<file path="config.mk">
export PLATFORM = sky130hd
export DESIGN_NAME = instruction_fetch_unit
export DESIGN_NICKNAME = d
export VERILOG_FILES = /design/src/rtl/instruction_fetch_unit.sv
export SDC_FILE = /design/constraint.sdc
export NUM_CORES = 1
export LEC_CHECK = 0
export CORE_MARGIN = 8
export CORE_UTILIZATION = 41
export CTS_BUF_LIST = sky130_fd_sc_hd__clkbuf_16
export DETAILED_ROUTE_END_ITERATION = 7
export HOLD_SLACK_MARGIN = 0.08
export PLACE_DENSITY = 0.78
export SLEW_MARGIN = 25
export SYNTH_ARGS = -nofsm -noshare
export SYNTH_HDL_FRONTEND = slang
export SYNTH_SLANG_ARGS = --single-unit
</file>
<file path="constraint.sdc">
create_clock -name clk -period 2.1 [get_ports clk]
set_input_delay 0.21 -clock clk [delete_from_list [all_inputs] [get_ports clk]]
set_output_delay 0.21 -clock clk [all_outputs]
set_load 0.005 [all_outputs]
</file>
<file path="src/rtl/instruction_fetch_unit.sv">
// PC generation and fetch sequencing in front of a 1-cycle registered instruction memory.
// Optional FETCH_ALIGN_CHECK_EN adds a sticky fetch_misaligned flag and word-aligns redirect targets.
module instruction_fetch_unit #(
  parameter logic [31:0] RESET_PC = 32'h0000_0000,
  parameter logic [31:0] PC_STEP  = 32'd4
) (
  input  logic        clk,
  input  logic        resetn,
  input  logic        stall,
  input  logic        redirect_valid,
  input  logic [31:0] redirect_target,
  output logic [31:0] imem_address,
  input  logic [31:0] imem_instruction,
  output logic [31:0] if_pc,
  output logic [31:0] if_pc_plus4,
  output logic [31:0] if_instruction,
  output logic        if_valid,
  output logic [31:0] fetch_count
`ifdef FETCH_ALIGN_CHECK_EN
  ,
  output logic        fetch_misaligned
`endif
);

  typedef enum logic [1:0] {
    BOOT,
    RUN,
    HOLD
  } state_t;

  state_t      state_q, state_d;
  logic [31:0] pc_f_q, pc_f_d;
  logic [31:0] pc_d_q, pc_d_d;
  logic        valid_d_q, valid_d_d;
  logic [31:0] fetch_count_q, fetch_count_d;
  logic [31:0] target;

`ifdef FETCH_ALIGN_CHECK_EN
  logic fetch_misaligned_q, fetch_misaligned_d;

  assign target = {redirect_target[31:2], 2'b00};

  always_comb begin
    fetch_misaligned_d = fetch_misaligned_q;
    if (redirect_valid && (redirect_target[1:0] != 2'b00)) begin
      fetch_misaligned_d = 1'b1;
    end
  end

  always_ff @(posedge clk) begin
    if (!resetn) begin
      fetch_misaligned_q <= 1'b0;
    end else begin
      fetch_misaligned_q <= fetch_misaligned_d;
    end
  end

  assign fetch_misaligned = fetch_misaligned_q;
`else
  assign target = redirect_target;
`endif

  // A stall replays pc_d so the registered memory keeps returning the held instruction.
  always_comb begin
    if (redirect_valid) begin
      imem_address = target;
    end else if (stall) begin
      imem_address = pc_d_q;
    end else begin
      imem_address = pc_f_q;
    end
  end

  always_comb begin
    state_d       = state_q;
    pc_f_d        = pc_f_q;
    pc_d_d        = pc_d_q;
    valid_d_d     = valid_d_q;
    fetch_count_d = fetch_count_q;

    if (redirect_valid || (valid_d_q && !stall)) begin
      fetch_count_d = fetch_count_q + 32'd1;
    end

    if (redirect_valid) begin
      pc_d_d    = target;
      pc_f_d    = target + PC_STEP;
      valid_d_d = 1'b1;
      state_d   = RUN;
    end else begin
      unique case (state_q)
        BOOT: begin
          if (stall) begin
            pc_f_d  = RESET_PC;
            state_d = HOLD;
          end else begin
            pc_d_d    = RESET_PC;
            pc_f_d    = RESET_PC + PC_STEP;
            valid_d_d = 1'b1;
            state_d   = RUN;
          end
        end
        RUN, HOLD: begin
          if (stall) begin
            state_d = HOLD;
          end else begin
            pc_d_d    = pc_f_q;
            pc_f_d    = pc_f_q + PC_STEP;
            valid_d_d = 1'b1;
            state_d   = RUN;
          end
        end
        default: begin
          state_d = BOOT;
        end
      endcase
    end
  end

  always_ff @(posedge clk) begin
    if (!resetn) begin
      state_q       <= BOOT;
      pc_f_q        <= RESET_PC;
      pc_d_q        <= RESET_PC;
      valid_d_q     <= 1'b0;
      fetch_count_q <= 32'd0;
    end else begin
      state_q       <= state_d;
      pc_f_q        <= pc_f_d;
      pc_d_q        <= pc_d_d;
      valid_d_q     <= valid_d_d;
      fetch_count_q <= fetch_count_d;
    end
  end

  assign if_pc          = pc_d_q;
  assign if_pc_plus4    = pc_d_q + PC_STEP;
  assign if_instruction = imem_instruction;
  assign if_valid       = valid_d_q;
  assign fetch_count    = fetch_count_q;

endmodule

</file>
== After elaboration in Yosys (flattened, before gate mapping) ==
Cells that the tools add are included.
Widths: inputs -> output; s select.

* Register bits after elaboration: 99
* Input port bits: 68
* Output and inout port bits: 161

* Add/subtract/negate cells: 4
* Eq/ne operators: 5
* Muxes and demuxes: 15
* Bitwise logic cells: 2
* Reductions and logical operators: 12

{| class="wikitable"
|+ Operators by type and width
! kind !! number
|-
| $mux 32 || 6
|-
| $pmux 32 s2 || 2
|-
| $add 32x3->32 const B || 3
|-
| $add 32x1->32 const B || 1
|-
| $ne 3x3->1 const B || 2
|-
| $reduce_and 2->1 || 3
|-
| $reduce_or 3->1 || 2
|-
| $mux 1 || 5
|-
| $mux 3 || 1
|-
| $reduce_bool 3->1 || 1
|-
| $eq 2x1->1 const B || 1
|-
| $eq 2x2->1 const B || 1
|-
| $logic_not 2->1 || 1
|-
| $mux 2 || 1
|-
| $ne 2x1->1 const B || 1
|-
| $not 1->1 || 2
|-
| $reduce_bool 2->1 || 1
|-
| $reduce_or 2->1 || 1
|-
| $logic_and 1x1->1 || 1
|-
| $logic_not 1->1 || 1
|-
| $logic_or 1x1->1 || 1
|}

== Depth between registers and ports, before layout ==
* Word-level depth: 4
* Mapped depth: 9
* Depth with buffers taken out: 7

== Least setup slack after synthesis ==
OpenSTA, ideal clock, no wires.

* Path type: register -> register
* From: reg state_q[0]
* To: reg pc_d_q[26], in the netlist if_pc[26]
* Data arrival time: 1.852 ns
* Path slack: 0.121 ns
* Stages on the path, launching flop included: 9
* Clock period less this slack: 1.979 ns
* Cells stage by stage: dfxtp_1 > inv_1 > ha_1 > or2_2 > a21oi_1 > a21oi_1 > clkbuf_1 > a22oi_1 > nor2_1

* Word-level cells in the longest chain between the ends: 4
* Elaborated cells between the ends (all ways): 9
* Those cells by class: eq/ne (3); mux (2); reduce/logical (4)

{| class="wikitable"
|+ RTL lines
! item !! line !! RTL
|-
| from (decl) || 31 || <nowiki>state_t state_q, state_d;</nowiki>
|-
| from (signal assigned) || 128 || <nowiki>state_q <= state_d;</nowiki>
|-
| $eq 2x1->1 / $eq 2x2->1 (equally long branches) || 91 || <nowiki>unique case (state_q)</nowiki>
|-
| $reduce_or 2->1 || 91 ||
|-
| $pmux 32 s2 / $reduce_bool 3->1 (equally long branches) || n/a ||
|-
| $mux 32 / $reduce_and 2->1 (equally long branches) || n/a ||
|-
| to (signal assigned) || 130 || <nowiki>pc_d_q <= pc_d_d;</nowiki>
|-
| to (decl) || 33 || <nowiki>logic [31:0] pc_d_q, pc_d_d;</nowiki>
|}

Parallel ways exist; a longest one is shown, timed or not.
A chain may end at the register's enable or synchronous reset.

== Final worst setup path ==
* From: reg pc_d_q[25], in the netlist if_pc[25]
* To: out if_pc_plus4[30]

* Word-level cells in the longest chain between the ends: 1

{| class="wikitable"
|+ RTL lines
! item !! line !! RTL
|-
| $add 32x3->32 || 137 || <nowiki>assign if_pc_plus4 = pc_d_q + PC_STEP;</nowiki>
|-
| to (decl) || 15 || <nowiki>output logic [31:0] if_pc_plus4,</nowiki>
|}

Every way passes these cells.

==> flow_metrics.tcl <==
set metrics [dict create \
    p_sw_uw 1460 \
    htreeDepth 3 \
    ctsHoldBuffers 0 \
    final_cell_area_um2 9930 \
    fp.coreArea_um2 15900 \
    cp_cell_sequence "nand4_1 > nor4_4 > nand3_2 > buf_6 > nor4_4 > xor2_1 > buf_2" \
    peakVddDrop_mv 0.399 \
    violations "setup timing" \
    yosys_warnings 0 \
    max_stage_delay_ps 410 \
    fin_nets 1190 \
    fin_ws_ps -155 \
    yosysTopAreaCell "dfxtp_1" \
    pwr-share-comb_pct 22.7 \
    p_per_area_nw_per_um2 535 \
    crit_path_frequent_cell "nor4_4" \
    synthCells 886 \
    synth_async_sr_flop_share_pct 0 \
    pwr-share-seq_pct 38.6 \
    io_buffers 164 \
    min_period_ps 2250 \
    slowest_stage "nor4_4" \
    numCtsBuffers 9 \
    clkLatencyLatePin_ps 360 \
    synth_edf_count 0 \
    grt_setup_unrepaired "true" \
    gr-total-overflow 0 \
    cts_tree "yes" \
    status "complete, but fails checks" \
    synth_cell_type_count 63 \
    areaGrowthSynthToFinish_pct 48.0 \
    root_buffer "clkbuf_16" \
    die_width_um 144 \
    finClkSkew_ps 10.9 \
    crit_required_ps 1890 \
    syn_nets 960 \
    p_int_uw 3860 \
    grt_pass1_wl_mm 36.7 \
    firstDrtPassIters 6 \
    synth.area.top_cells "dfxtp_1 30%, o21ai_0 5.4%, mux2i_1 4.9%, nand2_1 4.6%, nor2_1 4.5%" \
    grt_max_degree 72 \
    synth-seq-area-share_pct 29.5 \
    p_total_uw 5320 \
    dp_hpwl_mm 17.3 \
    antenna_found_initial 0 \
    drt_iter0_drc 761 \
    hp-class "input port to flip-flop" \
    tightest_slew_ps 469 \
    finalCritPeriodShare_pct 107 \
    start_util_pct 42.1 \
    syn_area_per_cell_um2 7.58 \
    finalMaxSlewViolations 0 \
    arrival_ps 2040 \
    fp.dieArea_um2 20700 \
    io_pins 229 \
    startpoint_type "flip-flop" \
    synth_top_area_share_pct 29.5 \
    pwr-share-clk_pct 38.8 \
    grt_pass1_vias 7099 \
    clock_sinks 99 \
    setup_viol 13 \
    post-route-drc-count 0 \
    placed_area_um2 9210 \
    vias_per_cell 5.75 \
    final_antenna_net_count 0 \
    hold_viol_final 0 \
    layout-drive-gt1-share_pct 22.7 \
    n_antenna_cell 0 \
    crit_type "flip-flop to output port" \
    fmax_mhz 443 \
    setup_tns_ps -1080 \
    post_drt_wl_per_cell_um 17.8 \
    clk_pin_slew_ps 80 \
    route.vias.total 7686 \
    end_kind "output port" \
    ys_ff_latch 99 \
    ys.flop_type "dfxtp_1" \
    p_sw_share_pct 27.5 \
    maxSlewHeadroom_pct 67.9 \
    num_rows 46 \
    leakagePower_uw 0.00400 \
    die_y_um 144 \
    grt_use_total_pct 22.2 \
    syn_area_um2 6710 \
    clockBufferDepth 2 \
    cap_violations 0 \
    gp_congestion 0.928 \
    totalWireLength_mm 23.8 \
    r2r_slack_ps 140 \
    crit_fanout 2 \
]
metal layers:
layer | up-vias | track usage [%] | share of wire [%]
met5 | - | 0 | 0
met4 | 0 | 8.91 | 2.5
met3 | 50 | 3.58 | 7.1
met2 | 315 | 38.1 | 50
met1 | 3656 | 27.0 | 41
li1 | 3665 | - | -
cell usage after synthesis (5+ instances only):
cell type,count
nor2_1,81
ha_1,6
clkbuf_1,50
nand2_1,83
a31oi_1,21
o21ai_0,73
a21oi_1,42
and2_1,5
inv_1,22
dfxtp_1,99
and4_1,16
or3_1,17
nand4_1,36
xor2_1,21
and3_1,13
nor3_1,27
o21a_1,20
xnor2_1,33
nor4_1,14
a22oi_1,34
buf_4,34
mux2i_1,33
nand3_1,36
sequential cells by signal, summed over array words and instances (netlist names):
register / cells
fetch_count: 32
if_pc: 32
if_valid: 1
pc_f_q: 32
state_q: 2
worst paths after layout:
check,from,endpoint,depth (start not counted)
max,if_pc[25],if_pc_plus4[30],7
min,stall,state_q[1],4
max reg2reg,pc_f_q[8],pc_f_q[30],7
min reg2reg,pc_f_q[0],pc_f_q[0],2
stage by stage:
stage / setup slack, ps / hold slack (ps) / utilization, % / instances
CTS: -162 / 404 / 60.9 / 1330
global placement: -245 / 420 / 57.8 / 1302
detailed placement: -308 / 420 / 57.8 / 1302
floorplan: 121 / 324 / - / 886
finish: -155 / 416 / 62.3 / 1337
global route: -265 / 420 / 62.3 / 1337
power groups by stage:
stage	Sequential (uW)	Combinational (uW)	Clock (uW)
3_3_place_gp	2080	1170	0
5_1_grt	2060	1300	2180
2_1_floorplan	2100	541	0
6_report	2050	1210	2060
3_5_place_dp	2080	1190	0
4_1_cts	2040	1180	2080
critical path, delay by kind of cell, from the launching register on:
family,cells,cell delay [ps]
buf+inv,2,280
flops,1,360
simple gates,4,870
xor+xnor,1,160
kinds of logic (layout without fill, tap and decap cells):
group,after synthesis,count (layout),synth area share (%)
adder cells (fa/ha/maj),6,6,1.12
XOR/XNOR,54,54,7.04
AO/OA/AOI/OAI,227,227,21.9
multiplexers,35,35,5.26
AND/OR/NAND/NOR,350,350,26.6
flip-flops,99,99,29.5
buffers and inverters,115,350,8.55
area by class of cell:
class                   instances  area (um^2)
repair buffers                311         2800
fillers                      1339         6010
flip-flops and latches         99         2000
inverters                      23         86.3
clock buffers                   9          225
well taps                     216          270
clock inverters                 7          140
multi-input cells             672         4410
cells in the final DEF, fill, tap and decap left out, types with 20 or more instances in the layout:
cell and n:
a21oi_1 40, a22oi_1 33, a31oi_1 21, buf_2 21, buf_4 127, clkdlybuf4s50_1 136
dfxtp_1 84, inv_1 22, mux2i_1 33, nand2_1 77, nand3_1 31, nand4_1 36
nor2_1 78, nor3_1 24, o21a_1 20, o21ai_0 69, xnor2_1 28, xor2_1 21
timing repair:
action	in CTS	in global routing
endpoints found under the setup margin	25	56
pin swaps	24	20
setup buffers	12	9
resized for setup	114	47
Power figures use the tool's default switching activity.
